===== config.mk =====
export PLATFORM = sky130hd
export DESIGN_NAME = pn_event_queue
export DESIGN_NICKNAME = d
export VERILOG_FILES = /design/src/rtl/pn_event_queue.sv
export SDC_FILE = /design/constraint.sdc
export NUM_CORES = 1
export LEC_CHECK = 0
export CAP_MARGIN = 20
export CORE_MARGIN = 2
export CORE_UTILIZATION = 49
export DETAILED_ROUTE_END_ITERATION = 8
export PLACE_DENSITY = 0.66
export SLEW_MARGIN = 20
export SYNTH_ARGS = -nofsm -noshare
export SYNTH_HDL_FRONTEND = slang
export SYNTH_SLANG_ARGS = --single-unit

===== constraint.sdc =====
create_clock -name clk -period 6.9 [get_ports clk]
set_input_delay 1.38 -clock clk [delete_from_list [all_inputs] [get_ports clk]]
set_output_delay 1.38 -clock clk [all_outputs]
set_load 0.02 [all_outputs]

===== src/rtl/pn_event_queue.sv =====
// Event buffer in front of the PN controller: a FIFO of {addr,data} events drained one per cycle.
// Latency: an event pushed at edge N appears on oADDR/oDATA after edge N+1 (registered, no bypass).
// Backpressure: in_ready = !full, and an offer while full sets sticky ovf_err. stall freezes the outputs and pops.
//
// Ports: clk/rst (async active-high), in_valid/in_ready/in_addr/in_data (event input),
//        stall (SWU active), o_valid/oADDR/oDATA (to controller), fifo_count, ovf_err.
// Optional feature: define PNQ_SPLIT_EN to split two-neuron spike words into two events.
module pn_event_queue #(
  parameter int DEPTH = 16,
  parameter int AW    = 4
) (
  input  logic          clk,
  input  logic          rst,
  input  logic          in_valid,
  output logic          in_ready,
  input  logic [15:0]   in_addr,
  input  logic [31:0]   in_data,
  input  logic          stall,
  output logic          o_valid,
  output logic [15:0]   oADDR,
  output logic [31:0]   oDATA,
  output logic [AW:0]   fifo_count,
  output logic          ovf_err
);

  typedef struct packed {
    logic [15:0] addr;
    logic [31:0] data;
  } ev_t;

  typedef enum logic [1:0] {S_IDLE, S_ONE, S_HI} state_t;

  ev_t           mem [DEPTH];
  logic [AW-1:0] wr_ptr;
  logic [AW-1:0] rd_ptr;
  state_t        state_q, state_d;
  logic          vld_d;
  logic [15:0]   addr_d;
  logic [31:0]   data_d;
  logic          push;
  logic          pop;
  ev_t           head;

`ifdef PNQ_SPLIT_EN
  logic [15:0]   hi_q, hi_d;
`endif

  assign in_ready = (fifo_count != (AW+1)'(DEPTH));
  assign push     = in_valid && in_ready;
  assign head     = mem[rd_ptr];

  // Storage has no reset: reset only clears the pointers, so stale entries are unreachable.
  always_ff @(posedge clk) begin
    if (push) mem[wr_ptr] <= '{addr: in_addr, data: in_data};
  end

  always_ff @(posedge clk or posedge rst) begin
    if (rst) begin
      wr_ptr     <= '0;
      rd_ptr     <= '0;
      fifo_count <= '0;
      ovf_err    <= 1'b0;
    end else begin
      if (push) wr_ptr <= wr_ptr + AW'(1);
      if (pop)  rd_ptr <= rd_ptr + AW'(1);
      case ({push, pop})
        2'b10:   fifo_count <= fifo_count + (AW+1)'(1);
        2'b01:   fifo_count <= fifo_count - (AW+1)'(1);
        default: fifo_count <= fifo_count;
      endcase
      if (in_valid && !in_ready) ovf_err <= 1'b1;
    end
  end

  always_ff @(posedge clk or posedge rst) begin
    if (rst) begin
      state_q <= S_IDLE;
      o_valid <= 1'b0;
      oADDR   <= 16'h0;
      oDATA   <= 32'h0;
`ifdef PNQ_SPLIT_EN
      hi_q    <= 16'h0;
`endif
    end else begin
      state_q <= state_d;
      o_valid <= vld_d;
      oADDR   <= addr_d;
      oDATA   <= data_d;
`ifdef PNQ_SPLIT_EN
      hi_q    <= hi_d;
`endif
    end
  end

  // Pop only reads entries present before this edge, so push+pop on empty is a plain push.
  always_comb begin
    state_d = state_q;
    vld_d   = o_valid;
    addr_d  = oADDR;
    data_d  = oDATA;
    pop     = 1'b0;
`ifdef PNQ_SPLIT_EN
    hi_d    = hi_q;
`endif
    if (!stall) begin
      if (state_q == S_HI) begin
        // Second half of a split word: same data, no pop.
`ifdef PNQ_SPLIT_EN
        vld_d  = 1'b1;
        addr_d = hi_q;
`endif
        state_d = S_ONE;
      end else if (fifo_count != '0) begin
        pop     = 1'b1;
        vld_d   = 1'b1;
        addr_d  = head.addr;
        data_d  = head.data;
        state_d = S_ONE;
`ifdef PNQ_SPLIT_EN
        // Spike word carrying a second neuron index in addr[13:7].
        if (!head.addr[14] && (head.addr[13:7] != 7'h00)) begin
          addr_d  = {head.addr[15], 1'b0, 7'h00, head.addr[6:0]};
          hi_d    = {head.addr[15], 1'b0, 7'h00, head.addr[13:7]};
          state_d = S_HI;
        end
`endif
      end else begin
        vld_d   = 1'b0;
        addr_d  = 16'h0;
        data_d  = 32'h0;
        state_d = S_IDLE;
      end
    end
  end

endmodule


After elaboration in Yosys (flattened, before gate mapping)
Memory sizes are Yosys's and may differ from the RTL's.
Cells that the tools add are included.
{"block": "op_classes", "reduce_logical": 6, "addsub": 4, "n_bitwise": 2, "muxes": 10, "eq_ne": 4}
{"op": "$mux 32", "count": 1}
{"op": "$mux 16", "count": 1}
{"op": "$pmux 5 s2", "count": 1}
{"op": "$add 4x1->4 const B", "count": 2}
{"op": "$mux 1", "count": 7}
{"op": "$add 5x1->5 const B", "count": 1}
{"op": "$ne 5x5->1 const B", "count": 1}
{"op": "$reduce_bool 5->1", "count": 1}
{"op": "$sub 5x1->5 const B", "count": 1}
{"op": "$eq 2x2->1 const B", "count": 2}
{"op": "$eq 2x1->1 const B", "count": 1}
{"op": "$logic_and 1x1->1", "count": 2}
{"op": "$not 1->1", "count": 2}
{"op": "$reduce_and 2->1", "count": 1}
{"op": "$reduce_bool 2->1", "count": 1}
{"op": "$logic_not 1->1", "count": 1}
{"block": "word_totals", "ramBits": 768, "out_inout_bits": 56, "in_bits": 52, "memories": 1, "word_cells": 35, "register_bits": 65}
{"memory": "mem", "words": 16, "width": 48, "rd": 1, "rd_ports_with_merged_regs": 0, "wr": 1, "line_no": "33", "text": "ev_t mem [DEPTH];"}

Longest topological paths before layout
{"block": "logic_depth", "word_depth": 6, "depth_mapped": 12, "mapped_depth_nobuf": 10}

Least setup slack after synthesis
OpenSTA, ideal clock, no wires.
{"block": "synth_path", "kind": "input -> register", "startpoint": "in in_valid", "endpoint": "mem mem[3][0] (netlist name) (enable)", "n_path_buf": 0, "t_required_ps": 6387, "t_arrival_ps": 5151, "setup_time_ps": 513, "path_stages": 3, "setup_slack_ps": 1237, "cell_sequence": "a21boi_2 > nand2_1 > nor3_1"}
{"block": "synth_between", "elab_chain_cells": 3}
{"item": "start: declaration", "line_no": "14", "text": "input logic in_valid,"}
{"item": "$logic_and 1x1->1", "line_no": "49", "text": "assign push = in_valid && in_ready;"}
{"item": "$mux 1", "line_no": "54", "text": "if (push) mem[wr_ptr] <= '{addr: in_addr, data: in_data};"}
{"item": "$mux 1 (not written as such)", "line_no": "54"}
{"item": "end: declaration", "line_no": "33"}
No other way between the ends.

Worst setup path in the final report
{"block": "layout_path", "startpoint": "in in_valid", "endpoint": "mem mem[2][38] (netlist name) (enable)"}
The elaborated chain is that of the path after synthesis.

==> results.json <==
{
  "outcome": "finished, final reports clean",
  "max-slew-margin-rel_pct": 25.5,
  "clock_skew_ns": 0.0236,
  "postSynth.topFlopCell": "sky130_fd_sc_hd__edfxtp_1",
  "netlist-cell-type-count": 40,
  "cts.reportedPaths.clkPinSlew_ns": 0.06,
  "criticalPathCategory": "in -> reg",
  "gpl.final_weighted_congestion": 0.769,
  "post_synth_inst_count": 1372,
  "global_route_wire_length_before_repair_um": 101000,
  "buffer_ports.inserted": 107,
  "timing.final.max_slew_violations": 0,
  "synth_area_um2": 31700,
  "crit_fanout": 40,
  "final_period_demand_of_the_worst_path_ns": 3.96,
  "synthArstFlopShare_pct": 7.58,
  "vias_per_inst": 5.95,
  "cp-startpoint": "in_valid",
  "gr-total-overflow": 0,
  "total_drc_errors_in_the_routed_layout": 0,
  "insertedDiodeCount": 0,
  "ff2ff_setup_slack_ns": 3.54,
  "via_count_of_the_first_global_routing_pass": 15000,
  "fin_nets": 1580,
  "drv.max_cap_violation_count": 0,
  "detailedPlacementHpwl_um": 40000,
  "synthesis.nets": 1433,
  "hold_viol_final": 0,
  "design_power_total_mw": 15.0,
  "hold_buffers": 0,
  "hold_class": "reg -> reg",
  "cts_num_sinks": 831,
  "detail_route.iter0.violations": 1685,
  "worst-r2r-cell-count": 5,
  "timing.critical_path.required_ns": 7.14,
  "layout-drive-gt1-share_pct": 23.4,
  "post_cts_resize_count": 0,
  "layout-area-overhead-vs-synth_pct": 14.5,
  "netSwitchingFraction_pct": 30.0,
  "wirelength_um": 68400,
  "dpl.cell_count": 2289,
  "max-clock-path-buffers": 3,
  "postRouteAntennaNets": 0,
  "worstReg2RegEnd": "mem[2][38]",
  "core_um2": 64200,
  "htree_levels": 3,
  "seq_area_frac_synth_pct": 77.8,
  "syn-mean-instance-area_um2": 23.1,
  "setup_repair_after_global_routing_missed_its_margin": "false",
  "critical_path.reg2reg.startpoint": "fifo_count[1]",
  "post_drt_wl_per_cell_um": 28.0,
  "final_design_area_no_fill_um2": 36300,
  "p_comb_share_pct": 27.7,
  "drt-pass1-iter-count": 7,
  "worstMarginPinSlew_ns": 1.12,
  "clock.fmax_ghz": 0.253,
  "placed_inst_area_um2": 33700,
  "clock_insertion_delay_worst_skew_ns": 0.62,
  "fin_tns_setup_ns": 0,
  "die_x_um": 258,
  "grt_use_total_pct": 20.9,
  "number_of_clock_buffers_inserted_by_tritoncts": 82,
  "die_y_um": 258,
  "placementRows": 93,
  "critical_path_startpoint_category": "input port",
  "min_period_over_period_pct": 57.3,
  "crit_path_end_kind": "flip-flop",
  "cellLeakagePower_nw": 11.7,
  "p_int_mw": 10.5,
  "antenna_violations_before_repair": 0,
  "crit_end": "mem[2][38]",
  "worst-endpoint-arrival_ns": 4.20,
  "ios": 108,
  "yosysWarningCount": 0,
  "vdd_ir_drop_max_mv": 0.406,
  "routed-via-count": 14500,
  "synth-seq-cells": 831,
  "largest_net_degree_at_the_start_of_global_routing": 165,
  "initial_utilization_pct": 49.3,
  "power_density_nw_per_um2": 412,
  "finalSetupViolCount": 0,
  "cts_root_buffer": "sky130_fd_sc_hd__clkbuf_16",
  "synth_edf_count": 768,
  "post_cts_buffers": 0,
  "cts_tree": "done",
  "clock_share_of_power_pct": 28.1,
  "layoutNonFillerInstCount": 2439,
  "power.share.sequential_pct": 44.2,
  "switching_power_mw": 4.48,
  "die_area_um2": 66700
}
power by group through the flow:
stage | Clock, mW | Sequential (mW) | Combinational, mW
CTS | 4.27 | 6.63 | 4.18
floorplan | 0 | 6.64 | 2.83
detailed placement | 0 | 6.73 | 4.17
global route | 4.46 | 6.69 | 4.41
global placement | 0 | 6.70 | 4.14
finish | 4.20 | 6.61 | 4.15
kinds of logic (layout without fill, tap and decap cells):
group | count (synthesis) | in the layout | share of synthesized area, %
compound gates | 64 | 64 | 1.91
xor+xnor | 11 | 11 | 0.304
fa+ha+maj | 9 | 9 | 0.355
buf+inv | 81 | 293 | 1.69
flops | 831 | 831 | 77.8
mux | 290 | 290 | 16.8
simple gates | 86 | 86 | 1.20
layer usage:
| metal | wire [um] | part of all wire, % | vias to the layer above | global-route usage, % |
|---|---|---|---|---|
| met4 | 1100 | 1.6 | 0 | 5.25 |
| met5 | 0 | 0 | - | 0 |
| met3 | 5550 | 8.1 | 77 | 5.08 |
| met1 | 29700 | 43 | 7844 | 31.3 |
| li1 | - | - | 6081 | - |
| met2 | 32000 | 47 | 513 | 31.4 |
placed cells by master (no fill, tap or decap), types with 3 or more instances in the layout:
cell and instances:
sky130_fd_sc_hd__edfxtp_1 768, sky130_fd_sc_hd__mux4_2 192, sky130_fd_sc_hd__clkdlybuf4s50_1 106, sky130_fd_sc_hd__mux2i_1 96, sky130_fd_sc_hd__clkbuf_16 84, sky130_fd_sc_hd__dfrtp_1 60, sky130_fd_sc_hd__nand2_1 56, sky130_fd_sc_hd__o221ai_1 37
sky130_fd_sc_hd__clkbuf_1 31, sky130_fd_sc_hd__buf_4 25, sky130_fd_sc_hd__clkinv_2 14, sky130_fd_sc_hd__nor2_4 12, sky130_fd_sc_hd__o221ai_2 11, sky130_fd_sc_hd__ha_1 9, sky130_fd_sc_hd__clkinv_1 9, sky130_fd_sc_hd__xnor2_1 7
sky130_fd_sc_hd__inv_1 5, sky130_fd_sc_hd__o21ai_0 5, sky130_fd_sc_hd__clkbuf_8 5, sky130_fd_sc_hd__buf_12 5, sky130_fd_sc_hd__nor3_2 4, sky130_fd_sc_hd__xor2_1 4, sky130_fd_sc_hd__nand2b_1 3, sky130_fd_sc_hd__a21oi_1 3
sky130_fd_sc_hd__bufinv_16 3, sky130_fd_sc_hd__dfrtp_4 3
registers in the layout (all words and copies together), names as in the netlist:
signal / flops
wr_ptr: 4
state_q: 1
ovf_err: 1
rd_ptr: 4
oDATA: 32
oADDR: 16
fifo_count: 5
mem: 768
final cells by class:
| cell class | instances | area, um^2 |
|---|---|---|
| clock buffers | 120 | 2290 |
| clock inverters | 29 | 231 |
| repair buffers | 138 | 1380 |
| flip-flops and latches | 831 | 24600 |
| well taps | 855 | 1070 |
| inverters | 6 | 23.8 |
| fillers | 4711 | 28000 |
| multi-input cells | 460 | 6610 |
synthesized netlist by cell type (2+ instances only):
| cell | instances | area share [%] |
|---|---|---|
| sky130_fd_sc_hd__o21ai_0 | 5 | 0.079 |
| sky130_fd_sc_hd__nand2b_1 | 3 | 0.059 |
| sky130_fd_sc_hd__nand4_1 | 2 | 0.039 |
| sky130_fd_sc_hd__buf_4 | 2 | 0.047 |
| sky130_fd_sc_hd__buf_2 | 24 | 0.38 |
| sky130_fd_sc_hd__nand2_1 | 56 | 0.66 |
| sky130_fd_sc_hd__xnor2_1 | 7 | 0.19 |
| sky130_fd_sc_hd__inv_1 | 6 | 0.071 |
| sky130_fd_sc_hd__ha_1 | 9 | 0.36 |
| sky130_fd_sc_hd__buf_1 | 5 | 0.059 |
| sky130_fd_sc_hd__mux2i_1 | 96 | 3.0 |
| sky130_fd_sc_hd__a21oi_1 | 3 | 0.047 |
| sky130_fd_sc_hd__nor2_1 | 14 | 0.17 |
| sky130_fd_sc_hd__edfxtp_1 | 768 | 73 |
| sky130_fd_sc_hd__o221ai_2 | 11 | 0.52 |
| sky130_fd_sc_hd__clkbuf_1 | 19 | 0.23 |
| sky130_fd_sc_hd__buf_8 | 2 | 0.095 |
| sky130_fd_sc_hd__dfrtp_1 | 63 | 5.0 |
| sky130_fd_sc_hd__o221ai_1 | 37 | 1.0 |
| sky130_fd_sc_hd__buf_6 | 23 | 0.82 |
| sky130_fd_sc_hd__mux4_2 | 192 | 14 |
| sky130_fd_sc_hd__nor3_1 | 4 | 0.063 |
| sky130_fd_sc_hd__xor2_1 | 4 | 0.11 |
worst max-delay path, cell delays in order:
cell and delay (ns):
sky130_fd_sc_hd__clkdlybuf4s50_1 0.49, sky130_fd_sc_hd__a21boi_2 0.55, sky130_fd_sc_hd__nand2_1 0.39, sky130_fd_sc_hd__nor3_2 0.68
sky130_fd_sc_hd__buf_4 0.67
worst min-delay path by stage:
stage / start / to / slack, ns / depth (start not counted)
after floorplan: rd_ptr[0] / rd_ptr[0] / 0.51 / 1
after global placement: ovf_err / ovf_err / 0.46 / 1
after detailed placement: ovf_err / ovf_err / 0.46 / 1
after CTS: ovf_err / ovf_err / 0.47 / 1
after global routing: ovf_err / ovf_err / 0.48 / 1
final: ovf_err / ovf_err / 0.47 / 1
through the flow:
step	worst slack [ns]	utilization, %	hold WS [ns]
6_report	2.94	56.4	0.467
3_3_place_gp	2.33	52.4	0.457
3_5_place_dp	2.29	52.5	0.458
5_1_grt	2.81	56.4	0.485
2_1_floorplan	1.24	-	0.515
4_1_cts	2.92	56.4	0.472
No activity file was read; power rests on OpenSTA's default activity.
